--- config.mk ---
export PLATFORM = sky130hd
export DESIGN_NAME = bcd_to_dec_decoder
export DESIGN_NICKNAME = d
export VERILOG_FILES = /design/src/rtl/bcd_pkg.sv /design/src/rtl/bcd_digit_decoder.sv /design/src/rtl/bcd_to_dec_decoder.sv
export SDC_FILE = /design/constraint.sdc
export NUM_CORES = 1
export LEC_CHECK = 0
export CORE_MARGIN = 2
export CORE_UTILIZATION = 44
export DETAILED_ROUTE_END_ITERATION = 12
export GPL_ROUTABILITY_DRIVEN = 0
export PLACE_DENSITY = 0.78
export SLEW_MARGIN = 20
export SYNTH_ARGS = -nofsm -noshare
export SYNTH_HDL_FRONTEND = slang
export SYNTH_SLANG_ARGS = --single-unit
--- constraint.sdc ---
create_clock -name clk -period 2.6 [get_ports clk]
set_input_delay 0.78 -clock clk [delete_from_list [all_inputs] [get_ports clk]]
set_output_delay 0.78 -clock clk [all_outputs]
set_load 0.01 [all_outputs]
--- src/rtl/bcd_pkg.sv ---
// ---------------------------------------------------------------------------
// bcd_pkg
// Shared widths and FSM state type for the BCD-to-decimal decoder.
//   BCD_W     : bits per BCD digit
//   DEC_W     : width of the one-hot decimal code
//   ERR_CNT_W : width of the saturating error-digit counter
// ---------------------------------------------------------------------------
package bcd_pkg;

    localparam int BCD_W     = 4;
    localparam int DEC_W     = 10;
    localparam int ERR_CNT_W = 8;

    typedef enum logic {
        IDLE = 1'b0,
        EMIT = 1'b1
    } state_e;

endpackage : bcd_pkg

--- src/rtl/bcd_digit_decoder.sv ---
// ---------------------------------------------------------------------------
// bcd_digit_decoder
// Purely combinational decode of one BCD nibble into a one-hot decimal code.
// Ports:
//   nibble_i : 4-bit BCD digit
//   dec_o    : one-hot code, bit n set for digit n; all zero for 10..15
//   err_o    : high when the nibble is not a legal BCD digit (10..15)
// ---------------------------------------------------------------------------
module bcd_digit_decoder
    import bcd_pkg::*;
(
    input  logic [BCD_W-1:0] nibble_i,
    output logic [DEC_W-1:0] dec_o,
    output logic             err_o
);

    always_comb begin
        dec_o = '0;
        err_o = 1'b0;
        if (nibble_i <= BCD_W'(9)) begin
            dec_o = DEC_W'(1) << nibble_i;
        end else begin
            err_o = 1'b1;
        end
    end

endmodule : bcd_digit_decoder

--- src/rtl/bcd_to_dec_decoder.sv ---
// ---------------------------------------------------------------------------
// bcd_to_dec_decoder
// Accepts a packed multi-digit BCD word over valid/ready and emits its digits
// one per handshake as one-hot decimal codes, flagging and counting nibbles
// that are not legal BCD.
// Parameters:
//   DIGITS    : BCD digits per word (2..8)
//   MSD_FIRST : 1 = most-significant digit first, 0 = least-significant first
// Ports:
//   clk, rst  : clock, synchronous active-high reset
//   in_valid  / in_ready  / in_bcd  : input word handshake, digit k at [4k+3:4k]
//   out_valid / out_ready           : output digit handshake
//   out_dec   : one-hot decimal code of the current digit
//   out_idx   : position of the current digit within the word
//   out_last  : current digit is the final one of the word
//   out_err   : current nibble is 10..15
//   err_count : saturating count of error digits handed off
// ---------------------------------------------------------------------------
module bcd_to_dec_decoder
    import bcd_pkg::*;
#(
    parameter int DIGITS    = 4,
    parameter bit MSD_FIRST = 1'b1
) (
    input  logic                      clk,
    input  logic                      rst,
    input  logic                      in_valid,
    output logic                      in_ready,
    input  logic [BCD_W*DIGITS-1:0]   in_bcd,
    output logic                      out_valid,
    input  logic                      out_ready,
    output logic [DEC_W-1:0]          out_dec,
    output logic [$clog2(DIGITS)-1:0] out_idx,
    output logic                      out_last,
    output logic                      out_err,
    output logic [ERR_CNT_W-1:0]      err_count
);

    localparam int IDX_W = $clog2(DIGITS);

    // Traversal endpoints: the counter starts at FIRST_IDX and the word ends
    // at LAST_IDX, so the counter never needs to wrap.
    localparam logic [IDX_W-1:0] FIRST_IDX = MSD_FIRST ? IDX_W'(DIGITS - 1) : '0;
    localparam logic [IDX_W-1:0] LAST_IDX  = MSD_FIRST ? '0 : IDX_W'(DIGITS - 1);

    function automatic logic [ERR_CNT_W-1:0] sat_inc(input logic [ERR_CNT_W-1:0] v);
        return (v == '1) ? v : v + 1'b1;
    endfunction

    state_e                    state_q, state_d;
    logic [BCD_W*DIGITS-1:0]   word_q, word_d;
    logic [IDX_W-1:0]          cnt_q, cnt_d;
    logic [ERR_CNT_W-1:0]      err_cnt_q, err_cnt_d;

    logic [BCD_W-1:0]          digit_a [DIGITS];
    logic [BCD_W-1:0]          nibble;
    logic [DEC_W-1:0]          dig_dec;
    logic                      dig_err;
    logic                      emit;
    logic                      at_last;

    // Unpack the captured word so the counter can index a digit directly.
    always_comb begin
        for (int k = 0; k < DIGITS; k++) begin
            digit_a[k] = word_q[k*BCD_W +: BCD_W];
        end
        nibble = digit_a[cnt_q];
    end

    bcd_digit_decoder u_digit (
        .nibble_i (nibble),
        .dec_o    (dig_dec),
        .err_o    (dig_err)
    );

    assign emit    = (state_q == EMIT);
    assign at_last = (cnt_q == LAST_IDX);

    // Digit outputs are forced to zero outside EMIT so a stale word or
    // counter left over from the previous transfer is never visible.
    assign in_ready  = (state_q == IDLE) && !rst;
    assign out_valid = emit;
    assign out_dec   = emit ? dig_dec : '0;
    assign out_err   = emit ? dig_err : 1'b0;
    assign out_idx   = emit ? cnt_q   : '0;
    assign out_last  = emit ? at_last : 1'b0;
    assign err_count = err_cnt_q;

    always_comb begin
        state_d   = state_q;
        word_d    = word_q;
        cnt_d     = cnt_q;
        err_cnt_d = err_cnt_q;
        case (state_q)
            IDLE: begin
                if (in_valid) begin
                    word_d  = in_bcd;
                    cnt_d   = FIRST_IDX;
                    state_d = EMIT;
                end
            end
            EMIT: begin
                // in_valid is deliberately not looked at here: a word offered
                // while digits are still being emitted is not captured.
                if (out_ready) begin
                    if (dig_err) begin
                        err_cnt_d = sat_inc(err_cnt_q);
                    end
                    if (at_last) begin
                        state_d = IDLE;
                    end else if (MSD_FIRST) begin
                        cnt_d = cnt_q - 1'b1;
                    end else begin
                        cnt_d = cnt_q + 1'b1;
                    end
                end
            end
            default: state_d = IDLE;
        endcase
    end

    // Control registers
    always_ff @(posedge clk) begin
        if (rst) begin
            state_q   <= IDLE;
            cnt_q     <= '0;
            err_cnt_q <= '0;
        end else begin
            state_q   <= state_d;
            cnt_q     <= cnt_d;
            err_cnt_q <= err_cnt_d;
        end
    end

    // Data register: only observed while in EMIT, so it needs no reset.
    always_ff @(posedge clk) begin
        word_q <= word_d;
    end

endmodule : bcd_to_dec_decoder

==> impl_metrics.json, run 1 <==
{
  "diodes": 0,
  "reg2reg_depth": 7,
  "ant_nets": 0,
  "core_sq_mm": 0.00273,
  "grt_usage": 0.172,
  "ys_types": 33,
  "worst_slew_pin_slew_ns": 0.559,
  "fmax_mhz": 372,
  "whs_path_depth": 2,
  "avgViaCountPerCell": 5.49,
  "vias": 1070,
  "synth_seq_cells": 27,
  "async_reset_ff_frac": 0,
  "ioPinCount": 44,
  "leakage_nw": 0.667,
  "ctsHoldBuffers": 0,
  "worstPathRequired_ns": 1.82,
  "yosys_warnings": 0,
  "synth_top_family_by_area": "simple AND/OR/NAND/NOR gates",
  "status": "finished, violations left",
  "critPathLaunchType": "flop",
  "setup_viol": 8,
  "arrival_ns": 1.91,
  "violations": "negative setup slack",
  "area_growth_pct": 45.7,
  "maxCapViolations": 0,
  "synth_nets": 130,
  "cp_max_fo": 4,
  "cts_buffer_depth": 2,
  "numCtsBuffers": 3,
  "route.detailed.wl_per_inst_microns": 14.5,
  "hold_violations": 0,
  "min_path_type": "flop to flop",
  "min_period_ns": 2.69,
  "firstDrtPassIters": 4,
  "ys_seq_area_frac": 0.559,
  "layout-drive-gt1-share": 0.287,
  "fin_setup_tns_ns": -0.521,
  "drc": 0,
  "cts_tree": "built",
  "overflow": 0,
  "synthSimpleGateAreaFrac": 0.192,
  "rows": 19,
  "drt-total-wl_microns": 2830,
  "final_common_cell": "clkdlybuf4s50_1",
  "ir_drop_mv": 0.425,
  "synth.area.mux_share": 0.0828,
  "die_h_microns": 57.4,
  "final_core_util": 0.668,
  "clockRootBuffer": "clkbuf_4",
  "cts_max_level": 1,
  "synth_compound_area_frac": 0.110,
  "cellPowerDensity_mw_per_mm2": 490,
  "grt_max_degree": 17,
  "setup_slack_ns": -0.0915,
  "clkSlewWorstSetupHoldPaths_ns": 0.15,
  "postSynthCellCount": 108,
  "place_ws_ns": -0.267,
  "rsz0062_at_grt": "true",
  "place_hpwl_microns": 2150,
  "final_cells": 195,
  "min_period_over_period": 1.04,
  "synth_area_sq_mm": 0.00125,
  "synth_enable_flop_cells": 16,
  "fin_nets": 187,
  "synth-xor-area-share": 0,
  "finClkSkew_ns": 0.00739,
  "placement.io_buffers": 43,
  "drv_slew": 0,
  "cts.sink_count": 27,
  "place_inst": 189,
  "maxSlewHeadroom": 0.627,
  "grt_pass1_vias": 1052,
  "synthAdderAreaFrac": 0.0200,
  "initial_utilization": 0.459,
  "worstSetupPathType": "flop to primary output",
  "drt_iter0_markers": 19,
  "die_area_sq_mm": 0.00329,
  "avgSynthCellArea_sq_um": 11.6,
  "antenna_found_initial": 0,
  "layout_common_cells": "clkdlybuf4s50_1, edfxtp_1, nor2_1",
  "yosys_most_used_dff": "edfxtp_1",
  "critPathCaptureType": "primary output",
  "clock_latency_ns": 0.33,
  "die_w_microns": 57.4,
  "grt_pass1_wl_microns": 4410
}
==> metrics by stage <==
| step | total power [mW] | hold slack, ns | instance area [sq um] |
|---|---|---|---|
| 2_1_floorplan | 0.597 | 0.508 | 1250 |
| 3_3_place_gp | 0.683 | 0.485 | 1770 |
| 3_5_place_dp | 0.691 | 0.507 | 1770 |
| 4_1_cts | 0.889 | 0.530 | 1790 |
| 5_1_grt | 0.940 | 0.551 | 1830 |
| 6_report | 0.895 | 0.528 | 1830 |
==> final timing paths <==
path,endpoint,from,slack (ns)
min,err_count[2],err_count[2],0.53
max,out_dec[0],cnt_q[0],-0.09
min reg2reg,err_count[2],err_count[2],0.53
max reg2reg,err_count[4],cnt_q[0],0.61
==> report_power, final <==
group,total [mW],internal (mW),leakage [nW],switching (mW)
clock network,0.184,0.0589,0.0139,0.125
logic,0.222,0.121,0.410,0.101
registers,0.488,0.477,0.243,0.0113
==> metal layers <==
metal / GRT usage / part of all wire / vias up
met5: 0 / 0 / -
met1: 0.188 / 0.40 / 517
li1: - / - / 514
met4: 0.0698 / 0.019 / 0
met3: 0.0363 / 0.042 / 7
met2: 0.318 / 0.54 / 32
==> repair_timing <==
action                                  CTS  global route
buffers inserted                          0             2
endpoints found under the setup margin   13            12
gates cloned                              0             0
pin swaps                                 4             4
resized for setup                        57             9
==> layout make-up <==
type                            instances  area [sq um]
Clock inverter                          1          7.51
Timing Repair Buffer                   56           489
Sequential cell                        27           706
Fill cell                             208           907
Multi-Input combinational cell         73           548
Clock buffer                            3          22.5
Tap cell                               31          38.8
Inverter                                4          15.0
==> cell families after synthesis <==
family / count (synthesis)
flip-flops: 27
AND/OR/NAND/NOR: 46
AO/OA/AOI/OAI: 20
buffers and inverters: 8
adder cells (fa/ha/maj): 2
multiplexers: 5
==> sequential cells by signal (all words and copies together), names as in the netlist <==
name / cells
word_q: 16
err_count: 8
out_valid: 1
cnt_q: 2
==> cell usage after synthesis, drive strengths merged (3+ instances only) <==
cell | count | area, sq um
a211oi | 3 | 22.5
a21oi | 7 | 35.0
buf | 3 | 27.5
dfxtp | 11 | 220
edfxtp | 16 | 480
inv | 4 | 15.0
mux4 | 4 | 93.8
nand2 | 4 | 15.0
nand2b | 4 | 25.0
nor2 | 19 | 73.8
o21ai | 3 | 26.3
o31ai | 4 | 30.0
or3 | 3 | 18.8
or4 | 4 | 30.0
==> worst max-delay path: stages (launching register included) <==
cell and delay, ns:
dfxtp_4 0.41, mux4_2 0.52, or3_4 0.41, nor2_1 0.11, buf_2 0.14
Power figures use the tool's default switching activity.
==> run 2: changes to the inputs <==
- PLACE_DENSITY: 0.78 -> 0.76
==> run 2 against run 1 <==
  * The run still ends with negative setup slack left
  * Sequential cell count stayed put
  * First-iteration DRC count increased by 130%
  * Cell count decreased by 0.51%
  * Routed wire length shrank 2.9%
  * Die area stayed put
  * Final area increased by 0.21%
  * Critical path type unchanged
  * Highest routed layer unchanged
==> impl_metrics.json, run 2 (synthesis results as in run 1) <==
{
  "core_sq_mm": 0.00273,
  "setup_slack_ns": -0.0902,
  "clkSlewWorstSetupHoldPaths_ns": 0.15,
  "setup_viol": 9,
  "vias": 1041,
  "die_area_sq_mm": 0.00329,
  "fin_nets": 186,
  "die_h_microns": 57.4,
  "maxSlewHeadroom": 0.597,
  "clockRootBuffer": "clkbuf_4",
  "rsz0062_at_grt": "true",
  "final_core_util": 0.670,
  "layout_common_cells": "clkdlybuf4s50_1, edfxtp_1, nor2_1, buf_2, dfxtp_1",
  "place_inst": 189,
  "ant_nets": 0,
  "cts.sink_count": 27,
  "drv_slew": 0,
  "ioPinCount": 44,
  "grt_pass1_wl_microns": 4040,
  "status": "finished, violations left",
  "place_hpwl_microns": 1990,
  "worstSetupPathType": "flop to primary output",
  "final_common_cell": "clkdlybuf4s50_1",
  "placed_cell_area_sq_mm": 0.00177,
  "cts_max_level": 1,
  "crit_slowest_cell": "mux4_2",
  "hold_slack_ns": 0.515,
  "hold_violations": 0,
  "ctsHoldBuffers": 0,
  "path_cells": "mux4_2 > or3_4 > nor2_2 > buf_2",
  "die_w_microns": 57.4,
  "cp_max_fo": 4,
  "antenna_found_initial": 0,
  "layout-drive-gt1-share": 0.288,
  "grt_max_degree": 19,
  "cts_tree": "built",
  "numCtsBuffers": 3,
  "drt_iter0_markers": 43,
  "drc": 0,
  "slowest_delay_ns": 0.54,
  "largest_register": "word_q",
  "grt_pass1_vias": 927,
  "critPathLaunchType": "flop",
  "avgViaCountPerCell": 5.37,
  "arrival_ns": 1.91,
  "cellPowerDensity_mw_per_mm2": 491,
  "leakage_nw": 0.671,
  "fin_setup_tns_ns": -0.470,
  "r2r-start": "cnt_q[0]",
  "timing.critical_path.buf_inv": 1,
  "critPathCaptureType": "primary output",
  "diodes": 0,
  "finClkSkew_ns": 0.00614,
  "largest_register_ffs": 16,
  "clock_latency_ns": 0.33,
  "final_cells": 194,
  "min_path_type": "flop to flop",
  "min_period_over_period": 1.03,
  "route.detailed.wl_per_inst_microns": 14.2,
  "worstPathRequired_ns": 1.82,
  "rows": 19,
  "overflow": 0,
  "min_period_ns": 2.69,
  "startpoint": "cnt_q[0]",
  "drt-total-wl_microns": 2750,
  "initial_utilization": 0.459,
  "fmax_mhz": 372,
  "worst_slew_pin_slew_ns": 0.603,
  "cts_buffer_depth": 2,
  "area_growth_pct": 46.0,
  "violations": "negative setup slack",
  "fin_area_sq_mm": 0.00183,
  "critPathTopFamily": "multiplexers",
  "firstDrtPassIters": 4,
  "maxCapViolations": 0,
  "min_from": "err_count[6]",
  "grt_usage": 0.162,
  "placement.io_buffers": 43,
  "ir_drop_mv": 0.540
}
==> run 2: cell count changes in the layout (fill, tap and decap cells not counted) <==
cell / before / now
buf_4: 9 / 7
buf_6: 4 / 5
nand2_2: 1 / 0
nand2_4: 0 / 1
nor2_1: 12 / 11
nor2_2: 6 / 7
==> run 2: worst paths after layout <==
check                                     to  slack [ns]  depth (start not counted)
worst max-delay path              out_dec[4]       -0.09                          4
worst min-delay path            err_count[6]        0.52                          2
worst max register to register  err_count[4]        0.62                          7
worst min register to register  err_count[6]        0.52                          2
==> run 2: metal layers <==
layer / global-route usage / share of wire / vias to the layer above / wire [microns]
met5: 0 / 0 / - / 0
met4: 0.0698 / 0.012 / 0 / 34
met3: 0.0363 / 0.051 / 4 / 139
met2: 0.268 / 0.51 / 33 / 1400
met1: 0.204 / 0.42 / 487 / 1170
li1: - / - / 517 / -
==> run 2: worst min-delay path, delay by kind of cell (launching register included) <==
kind	cells	cell delay (ns)
AO/OA/AOI/OAI	2	0.12
flip-flops	1	0.37
==> run 2: power by group <==
part	switching (mW)	internal, mW	total [mW]	leakage (nW)
logic	0.105	0.120	0.226	0.414
clock network	0.126	0.0590	0.185	0.0139
registers	0.0114	0.477	0.489	0.243
==> run 2: layout make-up <==
cell class | count | area, sq um
clock buffers | 3 | 22.5
clock inverters | 1 | 7.51
fillers | 195 | 903
inverters | 4 | 15.0
multi-input cells | 73 | 556
flip-flops and latches | 27 | 706
well taps | 31 | 38.8
repair buffers | 55 | 485
==> run 2: what timing repair did <==
action,4_1_cts,5_1_grt
setup buffers,0,1
setup endpoints to repair,13,12
gates resized for setup,56,13
endpoints found under the hold margin,0,0
pin swaps,7,4
==> run 2: through the flow <==
stage	total power [mW]	worst slack, ns
floorplan	0.597	0.221
global placement	0.686	-0.214
detailed placement	0.692	-0.256
CTS	0.889	-0.0735
global route	0.940	-0.159
finish	0.899	-0.0902
==> RTL edit 1: new RTL, config.mk and constraints of run 2 <==
Set the parameter `MSD_FIRST` to 1'b0 (it was 1'b1).
--- a/src/rtl/bcd_to_dec_decoder.sv
+++ b/src/rtl/bcd_to_dec_decoder.sv
@@ -20,7 +20,7 @@
     import bcd_pkg::*;
 #(
     parameter int DIGITS    = 4,
-    parameter bit MSD_FIRST = 1'b1
+    parameter bit MSD_FIRST = 1'b0
 ) (
     input  logic                      clk,
     input  logic                      rst,
Behaviour: not the same (Yosys sat finds a counterexample within 4 cycles, from zero or initial values and one cycle with rst high).
==> RTL edit 1 against run 2 <==
Final area up 1.9%; worst hold slack better by 0.0034 ns; area after synthesis is 0.80% higher; largest cell class unchanged; utilization grew 1.3 points; highest routed layer unchanged; total power down 11%; the flow still finishes with violations (setup timing); routed wire length fell by 2.4%; sequential cell count did not move; worst setup slack improved by 0.0028 ns; clock skew decreased by 0.0032 ns.
==> RTL edit 1: results (changes against run 2) <==
| Metric | Value |
|---|---|
| Outcome | `finished, violations left` |
| Failing checks | `setup timing` |
| R2r endpoint | `err_count[6]` |
| Largest net degree at the start of global routing | `17 (-2)` |
| Hold_sp | `err_count[7]` |
| Leakage power | `0.676 nW (+0.77%)` |
| M3 GR Usage | `0.0272 (-0.00907)` |
| First-pass GRT wire length | `4240 µm (+5.0%)` |
| Global-route usage over all layers | `0.160 (-0.00231)` |
| DR WL met3 | `152 µm (+9.4%)` |
| # setup viols final | `9 (unchanged)` |
| Nets | `188 (+1.1%)` |
| Flop-to-flop setup slack | `0.54 ns (-0.08 ns)` |
| Mapped Nets | `129 (-0.77%)` |
| DP HPWL | `2010 µm (+0.69%)` |
| Top cells by area, synth | `edfxtp_1 (38%), dfxtp_1 (17%), nor2_1 (5.3%)` |
| Vias in the first global route | `964 (+4.0%)` |
| Max VDD drop | `0.424 mV (-21%)` |
| Hold Crit Endpoint | `err_count[7]` |
| CP peak stage delay | `0.51 ns (-0.03 ns)` |
| Final worst slack | `-0.0874 ns (+0.00282 ns)` |
| DRT met1 WL | `1210 µm (+3.5%)` |
| Fraction of layout cells with a size suffix above 1 | `0.279 (-0.00956)` |
| Met1 usage | `0.224 (+0.0197)` |
| Routed wire length | `2680 µm (-2.4%)` |
| Measured slew at the worst slew-check pin | `0.459 ns (-0.144 ns)` |
| Fill cell count | `205 (+5.1%)` |
| Setup_tns | `-0.535 ns (-0.0650 ns)` |
## RTL edit 1: cell types whose count changed in the layout (fill, tap and decap cells not counted), sizes merged, moves of 2 or more
cell | run 2 | this run
and2 | 1 | 3
buf | 23 | 26
nand2 | 4 | 2
a211oi | 3 | 0
inv | 4 | 2
nor2b | 1 | 3
nor3 | 2 | 0
## RTL edit 1: worst max path at each step
stage | cells past startpoint | end | startpoint
2_1_floorplan | 4 | out_dec[0] | cnt_q[0]
3_3_place_gp | 5 | out_dec[0] | cnt_q[0]
3_5_place_dp | 4 | out_dec[4] | cnt_q[0]
4_1_cts | 5 | out_dec[4] | cnt_q[0]
5_1_grt | 5 | out_dec[8] | cnt_q[0]
6_report | 5 | out_dec[4] | cnt_q[0]
## RTL edit 1: layout make-up
cell class / instances / area [µm²] / share of cell area
multi-input cells: 74 / 574 / 0.308
inverters: 2 / 7.51 / 0.00402
repair buffers: 58 / 510 / 0.274
well taps: 31 / 38.8 / 0.0208
flip-flops and latches: 27 / 704 / 0.378
clock inverters: 1 / 7.51 / 0.00402
clock buffers: 3 / 22.5 / 0.0121
## RTL edit 1: stage by stage
step	instance area [µm²]	std cells	setup WS [ns]	total power, mW	hold WS, ns
CTS	1800	194	-0.108	0.793	0.514
floorplan	1260	107	0.193	0.545	0.508
global route	1870	196	-0.217	0.841	0.538
global placement	1800	190	-0.160	0.609	0.492
detailed placement	1800	190	-0.243	0.613	0.493
finish	1870	196	-0.0874	0.804	0.518
## RTL edit 1: cell families (layout without fill, tap and decap cells)
group / count (synthesis) / in the layout / share of synthesized area
AOI/OAI and AO/OA: 19 / 19 / 0.104
and+or+nand+nor: 47 / 47 / 0.201
muxes: 6 / 6 / 0.0911
buffers and inverters: 6 / 64 / 0.0297
adders and majority gates: 2 / 2 / 0.0198
DFF: 27 / 27 / 0.554
==> RTL edit 2: new RTL, config.mk and constraints of run 2 <==
Made on the original files. Register the output `err_count` once more; this adds one clock of latency there. The other outputs are not delayed to match.
--- a/src/rtl/bcd_to_dec_decoder.sv
+++ b/src/rtl/bcd_to_dec_decoder.sv
@@ -84,7 +84,9 @@
     assign out_err   = emit ? dig_err : 1'b0;
     assign out_idx   = emit ? cnt_q   : '0;
     assign out_last  = emit ? at_last : 1'b0;
-    assign err_count = err_cnt_q;
+    always_ff @(posedge clk) begin
+        err_count <= err_cnt_q;
+    end
 
     always_comb begin
         state_d   = state_q;
Check against the original RTL: not equivalent (a bounded check fails within 4 cycles, from zero or initial values and one cycle with rst high).
==> RTL edit 2 against run 2 <==
The run still ends with setup timing left; area after synthesis grew 13%; clock skew grew 0.00063 ns; highest routed layer unchanged; fmax shrank 2.6%; total power grew 24%; final area grew 13%; routed wire length grew 8.1%; sequential cell count grew 8; synthesized cell count grew 7.4%; worst setup slack lost 0.073 ns.
==> RTL edit 2: results (changes against run 2) <==
| Metric | Value |
|---|---|
| First-pass GRT wire length | `4770 µm (+18%)` |
| Measured slew at the worst slew-check pin | `0.464 ns (-0.139 ns)` |
| Hold Slack | `0.391 ns (-0.124 ns)` |
| Top cells by area, synth | `edfxtp_1 (34%), dfxtp_1 (27%), mux4_2 (6.3%)` |
| Count of cell types in the netlist | `31 (-6.1%)` |
| Sequential area share after synthesis | `0.606 (+0.0473)` |
| Reg clk slew, reported paths | `0.10 ns (-0.05 ns)` |
| Mapped Nets | `138 (+6.2%)` |
| Wirelength per Cell | `13.2 µm (-6.8%)` |
| H-tree depth | `2 (+1)` |
| CTS Buf Count | `5 (+2)` |
| Outcome | `finished, violations left` |
| DR iter-0 viols | `55 (+28%)` |
| # setup viols final | `11 (+2)` |
| Mux contribution to synthesized area | `0.0890 (+0.00615)` |
| Final Skew | `0.00677 ns (+0.000634 ns)` |
| Nets | `202 (+8.6%)` |
| Final worst slack | `-0.163 ns (-0.0725 ns)` |
| Commonest cells post-synth | `dfxtp_1 (19), edfxtp_1 (16), nor2_1 (14)` |
| DP Cell Count | `209 (+11%)` |
| Worst-path fanout max | `5 (+1)` |
| Hold Crit Endpoint | `err_count[6]` |
| Fill cell count | `239 (+23%)` |
| Global-route usage over all layers | `0.179 (+0.0167)` |
| Failing checks | `setup timing` |
| Reg2Reg Depth | `8 (+1)` |
| Max VDD drop | `0.354 mV (-34%)` |
| Avg Cell Area, Syn | `12.2 µm² (+5.5%)` |
## RTL edit 2: layout make-up
cell class | count | area, µm² | area share
clock buffer | 7 | 45.0 | 0.0218
clock inverter | 1 | 5.00 | 0.00242
inverter | 5 | 18.8 | 0.00907
multi-input combinational | 73 | 562 | 0.271
sequential | 35 | 865 | 0.418
tap | 44 | 55.1 | 0.0266
timing repair buffer | 60 | 519 | 0.251
## RTL edit 2: through the flow
step | setup TNS, ns | setup WS (ns) | power [mW] | utilization | cell area (µm²)
after floorplan | 0 | 0.231 | 0.723 | - | 1420
after global placement | -2.66 | -0.292 | 0.806 | 0.638 | 1950
after detailed placement | -3.10 | -0.331 | 0.814 | 0.638 | 1950
after CTS | -1.22 | -0.180 | 1.10 | 0.655 | 2000
after global routing | -2.03 | -0.235 | 1.17 | 0.678 | 2070
final | -1.14 | -0.163 | 1.12 | 0.678 | 2070
## RTL edit 2: cells by family (layout without fill, tap and decap cells)
logic type | after synthesis | count (layout)
flops | 35 | 35
simple gates | 48 | 48
buf+inv | 8 | 73
fa+ha+maj | 2 | 2
mux | 7 | 7
compound gates | 16 | 16
## RTL edit 2: how the worst max path moves through the flow
stage	from	to	slack, ns	cells past startpoint
final	cnt_q[0]	out_dec[0]	-0.16	5
after global routing	cnt_q[0]	out_dec[4]	-0.24	5
after CTS	cnt_q[0]	out_dec[9]	-0.18	5
after detailed placement	cnt_q[0]	out_dec[3]	-0.33	4
after global placement	cnt_q[0]	out_dec[0]	-0.29	4
after floorplan	cnt_q[0]	out_dec[2]	0.23	4
## RTL edit 2: power by group
| group | switching, mW | internal (mW) |
|---|---|---|
| clock network | 0.164 | 0.105 |
| logic | 0.105 | 0.130 |
| registers | 0.0113 | 0.600 |
| total | 0.281 | 0.836 |
## RTL edit 2: timing repair
action | in CTS | in global routing
resized for setup | 54 | 11
pin swaps | 5 | 4
endpoints found under the setup margin | 13 | 12
buffers inserted | 3 | 5
## RTL edit 2: metal layers
metal	track usage	wire length (µm)	vias up
met2	0.280	1450	41
met4	0.0901	59	0
met5	0	0	-
met1	0.223	1240	534
li1	-	-	557
met3	0.0576	216	7
